$ cat src/rtl/serial_div.sv
// Restoring serial divider: one quotient bit per clock, MSB first.
// Handshake is start/busy/done; a zero divisor skips the iterations.
module serial_div #(
  parameter int N = 8
) (
  input  logic         clk,
  input  logic         rst_n,
  input  logic         start,
  input  logic [N-1:0] dividend,
  input  logic [N-1:0] divisor,
  output logic         busy,
  output logic         done,
  output logic [N-1:0] quotient,
  output logic [N-1:0] remainder,
  output logic         div_by_zero
);

  localparam int CW = $clog2(N + 1);

  typedef enum logic [1:0] {
    IDLE = 2'd0,
    RUN  = 2'd1,
    DONE = 2'd2
  } state_t;

  state_t         state;
  logic [CW-1:0]  cnt;
  logic [N-1:0]   dvd_r;
  logic [N-1:0]   dvs_r;
  logic [N-1:0]   sh_r;
  logic [N-1:0]   p_r;
  logic [N-1:0]   quo_r;

  logic [N:0]     p_shift;
  logic [N:0]     trial;
  logic [N:0]     p_next;
  logic           q_bit;

  // The stored partial remainder is always below the divisor, so N bits suffice;
  // the extra bit only exists in the shifted/trial values.
  always_comb begin
    p_shift = {p_r, sh_r[N-1]};
    trial   = p_shift - {1'b0, dvs_r};
    q_bit   = ~trial[N];
    p_next  = q_bit ? trial : p_shift;
  end

  always_ff @(posedge clk or negedge rst_n) begin
    if (!rst_n) begin
      state       <= IDLE;
      cnt         <= '0;
      dvd_r       <= '0;
      dvs_r       <= '0;
      sh_r        <= '0;
      p_r         <= '0;
      quo_r       <= '0;
      busy        <= 1'b0;
      done        <= 1'b0;
      quotient    <= '0;
      remainder   <= '0;
      div_by_zero <= 1'b0;
    end else begin
      case (state)
        IDLE: begin
          done <= 1'b0;
          if (start) begin
            dvd_r <= dividend;
            dvs_r <= divisor;
            sh_r  <= dividend;
            p_r   <= '0;
            quo_r <= '0;
            cnt   <= '0;
            busy  <= 1'b1;
            state <= (divisor == '0) ? DONE : RUN;
          end
        end
        RUN: begin
          p_r   <= p_next[N-1:0];
          sh_r  <= {sh_r[N-2:0], 1'b0};
          quo_r <= {quo_r[N-2:0], q_bit};
          if (cnt == CW'(N - 1)) begin
            state       <= DONE;
            done        <= 1'b1;
            quotient    <= {quo_r[N-2:0], q_bit};
            remainder   <= p_next[N-1:0];
            div_by_zero <= 1'b0;
          end else begin
            cnt <= cnt + CW'(1);
          end
        end
        DONE: begin
          // A zero divisor enters DONE with done low and publishes one edge later.
          if (!done) begin
            done        <= 1'b1;
            quotient    <= '1;
            remainder   <= dvd_r;
            div_by_zero <= 1'b1;
          end else begin
            done  <= 1'b0;
            busy  <= 1'b0;
            state <= IDLE;
          end
        end
        default: begin
          state <= IDLE;
          busy  <= 1'b0;
          done  <= 1'b0;
        end
      endcase
    end
  end

endmodule

$ cat config.mk
export PLATFORM = sky130hd
export DESIGN_NAME = serial_div
export DESIGN_NICKNAME = d
export VERILOG_FILES = /design/src/rtl/serial_div.sv
export SDC_FILE = /design/constraint.sdc
export NUM_CORES = 1
export LEC_CHECK = 0
export ABC_AREA = 1
export BUFFER_PORTS_ARGS = -buffer_cell sky130_fd_sc_hd__buf_4
export CAP_MARGIN = 20
export CORE_MARGIN = 4
export CORE_UTILIZATION = 45
export DETAILED_ROUTE_END_ITERATION = 12
export GPL_TIMING_DRIVEN = 1
export PLACE_DENSITY = 0.67
export SKIP_CTS_REPAIR_TIMING = 1
export SYNTH_ARGS = -nofsm -noshare
export SYNTH_HDL_FRONTEND = slang
export SYNTH_SLANG_ARGS = --single-unit
$ cat constraint.sdc
create_clock -name clk -period 1.9 [get_ports clk]
set_input_delay 0.38 -clock clk [delete_from_list [all_inputs] [get_ports clk]]
set_output_delay 0.38 -clock clk [all_outputs]
set_load 0.03 [all_outputs]
==> results of run 1 <==
==> cell usage in the layout (no fill, tap or decap), drive strengths merged <==
| master | count |
|---|---|
| a211oi | 1 |
| a21oi | 6 |
| a31oi | 12 |
| buf | 56 |
| bufinv | 3 |
| clkbuf | 9 |
| clkinv | 2 |
| clkinvlp | 1 |
| dfrtp | 64 |
| dlygate4sd3 | 1 |
| fa | 1 |
| ha | 12 |
| inv | 55 |
| nand2 | 150 |
| nand3 | 28 |
| nand3b | 2 |
| nand4 | 2 |
| nor2 | 37 |
| o211ai | 2 |
| o21ai | 21 |
| o22ai | 6 |
| o31ai | 4 |
| or2 | 3 |
| xnor2 | 2 |
| xor2 | 3 |
==> worst min-delay path, cell delays in order <==
cell,delay (ns)
buf_4,0.09
nand2_1,0.05
nand2_1,0.04
==> per-stage QoR <==
stage	utilization, %	setup slack, ns	area [um2]	power [mW]
2_1_floorplan	-	0.0527	3390	5.94
3_3_place_gp	53.1	-0.0144	3870	7.15
3_5_place_dp	53.1	-0.0700	3870	7.24
4_1_cts	56.5	-0.0979	4120	8.74
5_1_grt	58.4	-0.114	4260	9.92
6_report	58.4	-0.00813	4260	9.08
==> registers in the layout (all words and copies together) (netlist names) <==
name / count
div_by_zero: 1
quotient: 8
dvs_r: 8
dvd_r: 8
busy: 1
state: 2
cnt: 4
remainder: 8
done: 1
quo_r: 7
p_r: 8
sh_r: 8
==> final timing paths <==
check                      cells after the start  slack [ns]                     start                       end
setup / recovery                              12      -0.008      dvs_r[0]$_DFFE_PN0P_  remainder[2]$_DFFE_PN0P_
hold / removal                                 3        0.25               dividend[2]      dvd_r[2]$_DFFE_PN0P_
setup reg to reg                              12      -0.008      dvs_r[0]$_DFFE_PN0P_  remainder[2]$_DFFE_PN0P_
hold reg to reg                                2        0.48  remainder[6]$_DFFE_PN0P_  remainder[6]$_DFFE_PN0P_
max in group asynchronous                      3        0.87                     rst_n        p_r[6]$_DFFE_PN0P_
min in group asynchronous                      2        0.50                     rst_n      dvd_r[1]$_DFFE_PN0P_
==> power by group <==
group | total (mW) | leakage, nW | switching, mW | internal (mW)
registers | 2.33 | 0.808 | 0.391 | 1.93
logic | 5.28 | 1.29 | 3.24 | 2.05
clock network | 1.47 | 0.126 | 0.585 | 0.889
total | 9.08 | 2.22 | 4.22 | 4.87
==> per-layer routing <==
| layer | track usage [%] | routed length, um |
|---|---|---|
| met2 | 28.8 | 3550 |
| met4 | 7.21 | 129 |
| met3 | 4.46 | 410 |
| met5 | 0 | 0 |
| met1 | 24.2 | 3490 |
==> layout make-up <==
class / instances / area share, %
Clock buffer: 9 / 2.91
Clock inverter: 7 / 3.00
Inverter: 54 / 4.85
Multi-Input combinational cell: 292 / 38.2
Sequential cell: 64 / 37.6
Tap cell: 99 / 2.91
Timing Repair Buffer: 57 / 10.5
==> kinds of logic after synthesis <==
| logic type | after synthesis | synth area share (%) |
|---|---|---|
| XOR/XNOR | 5 | 1.29 |
| flip-flops | 64 | 47.2 |
| buffers and inverters | 65 | 7.64 |
| AO/OA/AOI/OAI | 52 | 9.63 |
| adder cells (fa/ha/maj) | 13 | 5.02 |
| AND/OR/NAND/NOR | 222 | 29.2 |
==> flow_metrics.py, run 1 <==
metrics = {
    "global_route": {
        "grt_pass1_wl_um": 12700,
        "grt_pass1_vias": 2706,
        "grt_max_degree": 27,
        "grt_usage_pct": 18.3,
        "grt-ovfl-total": 0,
        "antenna_found_initial": 0,
    },
    "sta": {
        "setup_violations": 1,
        "rsz0062_at_grt": "true",
        "post-route-worst-setup-slack_ns": -0.00813,
        "drv_slew": 0,
        "tightest_slew_ns": 0.369,
        "hold_viol_final": 0,
        "maxSlewHeadroom_pct": 75.4,
        "finClkSkew_ns": 0.0125,
        "clock.fmax_mhz": 524,
        "post-route-period-util_pct": 100,
        "fin_crit_ns": 1.91,
        "setup_tns_ns": -0.00813,
        "holdWs_ns": 0.246,
    },
    "setup_path": {
        "end_kind": "register",
        "critical_path.max_stage_delay_ns": 0.42,
        "critPathArrivalTime_ns": 2.14,
        "critPathBufInv": 1,
        "worstPathRequired_ns": 2.14,
        "path_class": "register to register",
        "cpLargestDelayFamily": "simple AND/OR/NAND/NOR gates",
        "path_cells": "ha_4, fa_2, inv_2, nand2_2, nand2_4, nand3_4, nand3_2, nand2_4, nand2_2, nand3_1, nand2_1, nand2_1",
        "cp_max_fo": 5,
        "slowest_stage": "dfrtp_1",
        "critPathLaunchType": "register",
    },
    "place": {
        "port_buffers": 37,
        "dp_hpwl_um": 5590,
        "dp_cells": 562,
        "gp_congestion": 0.878,
    },
    "power_and_ir_drop": {
        "leakagePower_nw": 2.22,
        "max-vdd-ir-drop_uv": 970,
        "power.density_nw_per_um2": 2130,
    },
    "min_path": {
        "min_path_type": "input port to register",
    },
    "clock_tree": {
        "htree_levels": 3,
        "path_clk_slew_ns": 0.08,
        "root_buffer": "clkbuf_8",
        "cts.path.max_buffers": 2,
        "clk_latency_ns": 0.35,
        "cts_tree": "built",
        "cts_sinks": 64,
        "cts_buffers": 9,
    },
    "finish": {
        "drive_gt1_share_pct": 24.4,
        "register_area_um2": 1600,
        "syn_to_final_growth_pct": 25.6,
        "final_cells": 582,
        "fill_cells": 692,
        "diodes": 0,
        "final_nets": 510,
        "multi_input_area_um2": 1630,
    },
    "floorplan": {
        "die_h_um": 94.8,
        "die_area_um2": 8990,
        "coreArea_um2": 7290,
        "fp.dieW_um": 94.8,
        "ios": 38,
        "rows": 31,
        "start_util_pct": 46.5,
    },
    "yosys": {
        "yosysTopAreaCellShare_pct": 47.2,
        "synth-main-ff-cell": "dfrtp_1",
        "yosysMostFrequentCell": "nand2_1",
        "synth_edf_count": 0,
        "ys_seq_area_share_pct": 47.2,
        "synthesis.area_um2": 3390,
        "synth_cell_types": 34,
        "async_flop_share_pct": 100,
        "netlist_top_cells_area": "dfrtp_1 47%, nand2_1 15%, inv_1 5.8%",
        "synth_common_cells": "134 x nand2_1, 64 x dfrtp_1, 52 x inv_1",
        "syn_avg_cell_area_um2": 8.06,
        "synth-warning-count": 0,
        "syn-num-nets": 453,
        "synth-seq-cells": 64,
        "yosysTopAreaCell": "dfrtp_1",
        "synthCells": 421,
    },
    "routing": {
        "num_vias": 2830,
        "drt_iter0_markers": 92,
        "drt.antenna.violating_nets": 0,
        "drt-total-wl_um": 7580,
        "drc": 0,
        "firstDrtPassIters": 4,
        "vias_per_cell": 4.86,
        "avgRoutedWirePerCell_um": 13.0,
    },
    "status": {
        "violations": "setup timing",
        "status": "finished, violations left",
    },
    "flow_run": {
        "cap_violations": 0,
    },
}
Note: power is estimated with default switching activity, not from simulation.
==> inputs of run 2 (changes only) <==
--- a/config.mk
+++ b/config.mk
@@ -8,11 +8,13 @@
 export ABC_AREA = 1
 export BUFFER_PORTS_ARGS = -buffer_cell sky130_fd_sc_hd__buf_4
 export CAP_MARGIN = 20
+export CORE_ASPECT_RATIO = 0.8
 export CORE_MARGIN = 4
 export CORE_UTILIZATION = 45
 export DETAILED_ROUTE_END_ITERATION = 12
 export GPL_TIMING_DRIVEN = 1
 export PLACE_DENSITY = 0.67
+export REMOVE_ABC_BUFFERS = 1
 export SKIP_CTS_REPAIR_TIMING = 1
 export SYNTH_ARGS = -nofsm -noshare
 export SYNTH_HDL_FRONTEND = slang
==> run 2 against run 1 <==
Non-clock buffer count decreased by 1; the flow still finishes with violations (setup timing); clock power decreased by 3%; die area about the same; combinational power increased by 4%; sequential share of layout area unchanged; setup slack improved by 0.00054 ns; count of clock-buffer cells in the layout unchanged; sequential power about the same; largest power group unchanged; register-to-register slack about the same; total power increased by 1.4%.
==> flow_metrics.py, run 2 (synthesis results as in run 1) <==
metrics = {
    "clock_tree": {
        "cts_buffers": 9,
        "cts_tree": "built",
        "clk_latency_ns": 0.35,
        "root_buffer": "clkbuf_8",
        "cts.path.max_buffers": 2,
        "path_clk_slew_ns": 0.07,
        "cts_sinks": 64,
        "htree_levels": 3,
    },
    "floorplan": {
        "coreArea_um2": 7360,
        "start_util_pct": 46.1,
        "die_h_um": 85.7,
        "ios": 38,
        "die_area_um2": 9000,
        "fp.dieW_um": 105,
        "rows": 28,
    },
    "routing": {
        "drt.antenna.violating_nets": 0,
        "num_vias": 2894,
        "avgRoutedWirePerCell_um": 13.3,
        "vias_per_cell": 5.06,
        "drt_iter0_markers": 116,
        "firstDrtPassIters": 4,
        "drc": 0,
        "drt-total-wl_um": 7620,
    },
    "setup_path": {
        "critical_path.max_stage_delay_ns": 0.41,
        "critPathArrivalTime_ns": 2.19,
        "critPathLaunchType": "register",
        "end_kind": "register",
        "worstPathRequired_ns": 2.19,
        "crit_top_cell": "nand2_4",
        "path_cells": "ha_4, fa_2, inv_2, nand2_2, nand2_4, nand3_4, nand2_4, nand2_8, nand2_8, nand2_4, nand2_2, nand2_1, nand2_1",
        "crit_start": "dvs_r[0]$_DFFE_PN0P_",
        "path_class": "register to register",
        "slowest_stage": "dfrtp_1",
        "cp_max_fo": 6,
        "timing.rr.start": "dvs_r[0]$_DFFE_PN0P_",
    },
    "flow_run": {
        "cap_violations": 0,
    },
    "place": {
        "gp_congestion": 0.827,
        "port_buffers": 37,
        "dp_hpwl_um": 5520,
        "dp_cells": 551,
    },
    "status": {
        "status": "finished, violations left",
        "violations": "setup timing",
    },
    "sta": {
        "fin_crit_ns": 1.91,
        "clock.fmax_mhz": 524,
        "finClkSkew_ns": 0.00808,
        "post-route-period-util_pct": 100,
        "post-route-worst-setup-slack_ns": -0.00759,
        "drv_slew": 0,
        "hold_viol_final": 0,
        "setup_tns_ns": -0.00759,
        "tightest_slew_ns": 0.445,
        "maxSlewHeadroom_pct": 70.3,
        "setup_violations": 1,
        "rsz0062_at_grt": "true",
    },
    "power_and_ir_drop": {
        "p_total_mw": 9.22,
        "leakagePower_nw": 2.24,
        "power.density_nw_per_um2": 2160,
        "max-vdd-ir-drop_uv": 1020,
    },
    "finish": {
        "final_cells": 572,
        "register_area_um2": 1600,
        "syn_to_final_growth_pct": 25.6,
        "multi_input_area_um2": 1660,
        "drive_gt1_share_pct": 24.1,
        "final_common_cell": "nand2_1",
        "diodes": 0,
        "final_nets": 509,
        "fill_cells": 694,
        "most-common-layout-cells": "130 x nand2_1, 64 x dfrtp_1, 54 x buf_4",
    },
    "global_route": {
        "grt_max_degree": 33,
        "grt-ovfl-total": 0,
        "grt_pass1_vias": 2722,
        "grt_usage_pct": 17.6,
        "antenna_found_initial": 0,
        "grt_pass1_wl_um": 12700,
    },
    "min_path": {
        "hold_start": "dividend[4]",
        "min_path_type": "input port to register",
    },
}
run 2: cell count changes in the layout (fill, tap and decap cells not counted), moves of 2 or more:
cell / change
nand2_8: +2
nand2_4: +2
nand2_2: -3
nand3_2: -2
run 2: per-stage QoR:
stage,cell area [um2],worst slack (ns),util [%],hold slack (ns)
after CTS,4090,-0.131,55.6,-0.0116
after floorplan,3340,-0.413,-,0.0844
after detailed placement,3840,-0.101,52.2,0.358
after global placement,3840,-0.0844,52.2,0.360
final,4260,-0.00759,57.9,0.238
after global routing,4260,-0.149,57.9,0.243
run 2: critical path: cells and delay by family, from the launching register on:
kind,cells,cell delay [ns]
and+or+nand+nor,10,0.84
adders and majority gates,2,0.54
buffers and inverters,1,0.06
DFF,1,0.41
run 2: metal layers:
metal	up-vias	global-route usage [%]	wire, um
met3	11	5.27	368
met1	1372	24.0	3700
met4	0	4.41	112
met5	-	0	0
met2	62	27.8	3450
li1	1449	-	-
run 2: power breakdown:
part	internal (mW)	switching, mW	leakage (nW)
logic	2.08	3.39	1.31
registers	1.94	0.376	0.808
clock network	0.873	0.554	0.119
total	4.89	4.32	2.24
run 2: final cells by class:
| class | instances | area share (%) |
|---|---|---|
| tap | 90 | 2.64 |
| clock buffer | 9 | 2.91 |
| inverter | 54 | 4.91 |
| clock inverter | 7 | 2.82 |
| timing repair buffer | 56 | 10.2 |
| multi-input combinational | 292 | 38.9 |
| sequential | 64 | 37.6 |
run 2: path summary, 6_finish.rpt:
path                                      endpoint  slack [ns]  cells past startpoint
setup / recovery                p_r[3]$_DFFE_PN0P_      -0.008                     13
hold / removal                dvd_r[4]$_DFFE_PN0P_        0.24                      3
setup reg to reg                p_r[3]$_DFFE_PN0P_      -0.008                     13
hold reg to reg               dvd_r[6]$_DFFE_PN0P_        0.48                      2
max in group asynchronous  quotient[0]$_DFFE_PN0P_        0.86                      3
min in group asynchronous     dvs_r[7]$_DFFE_PN0P_        0.52                      2
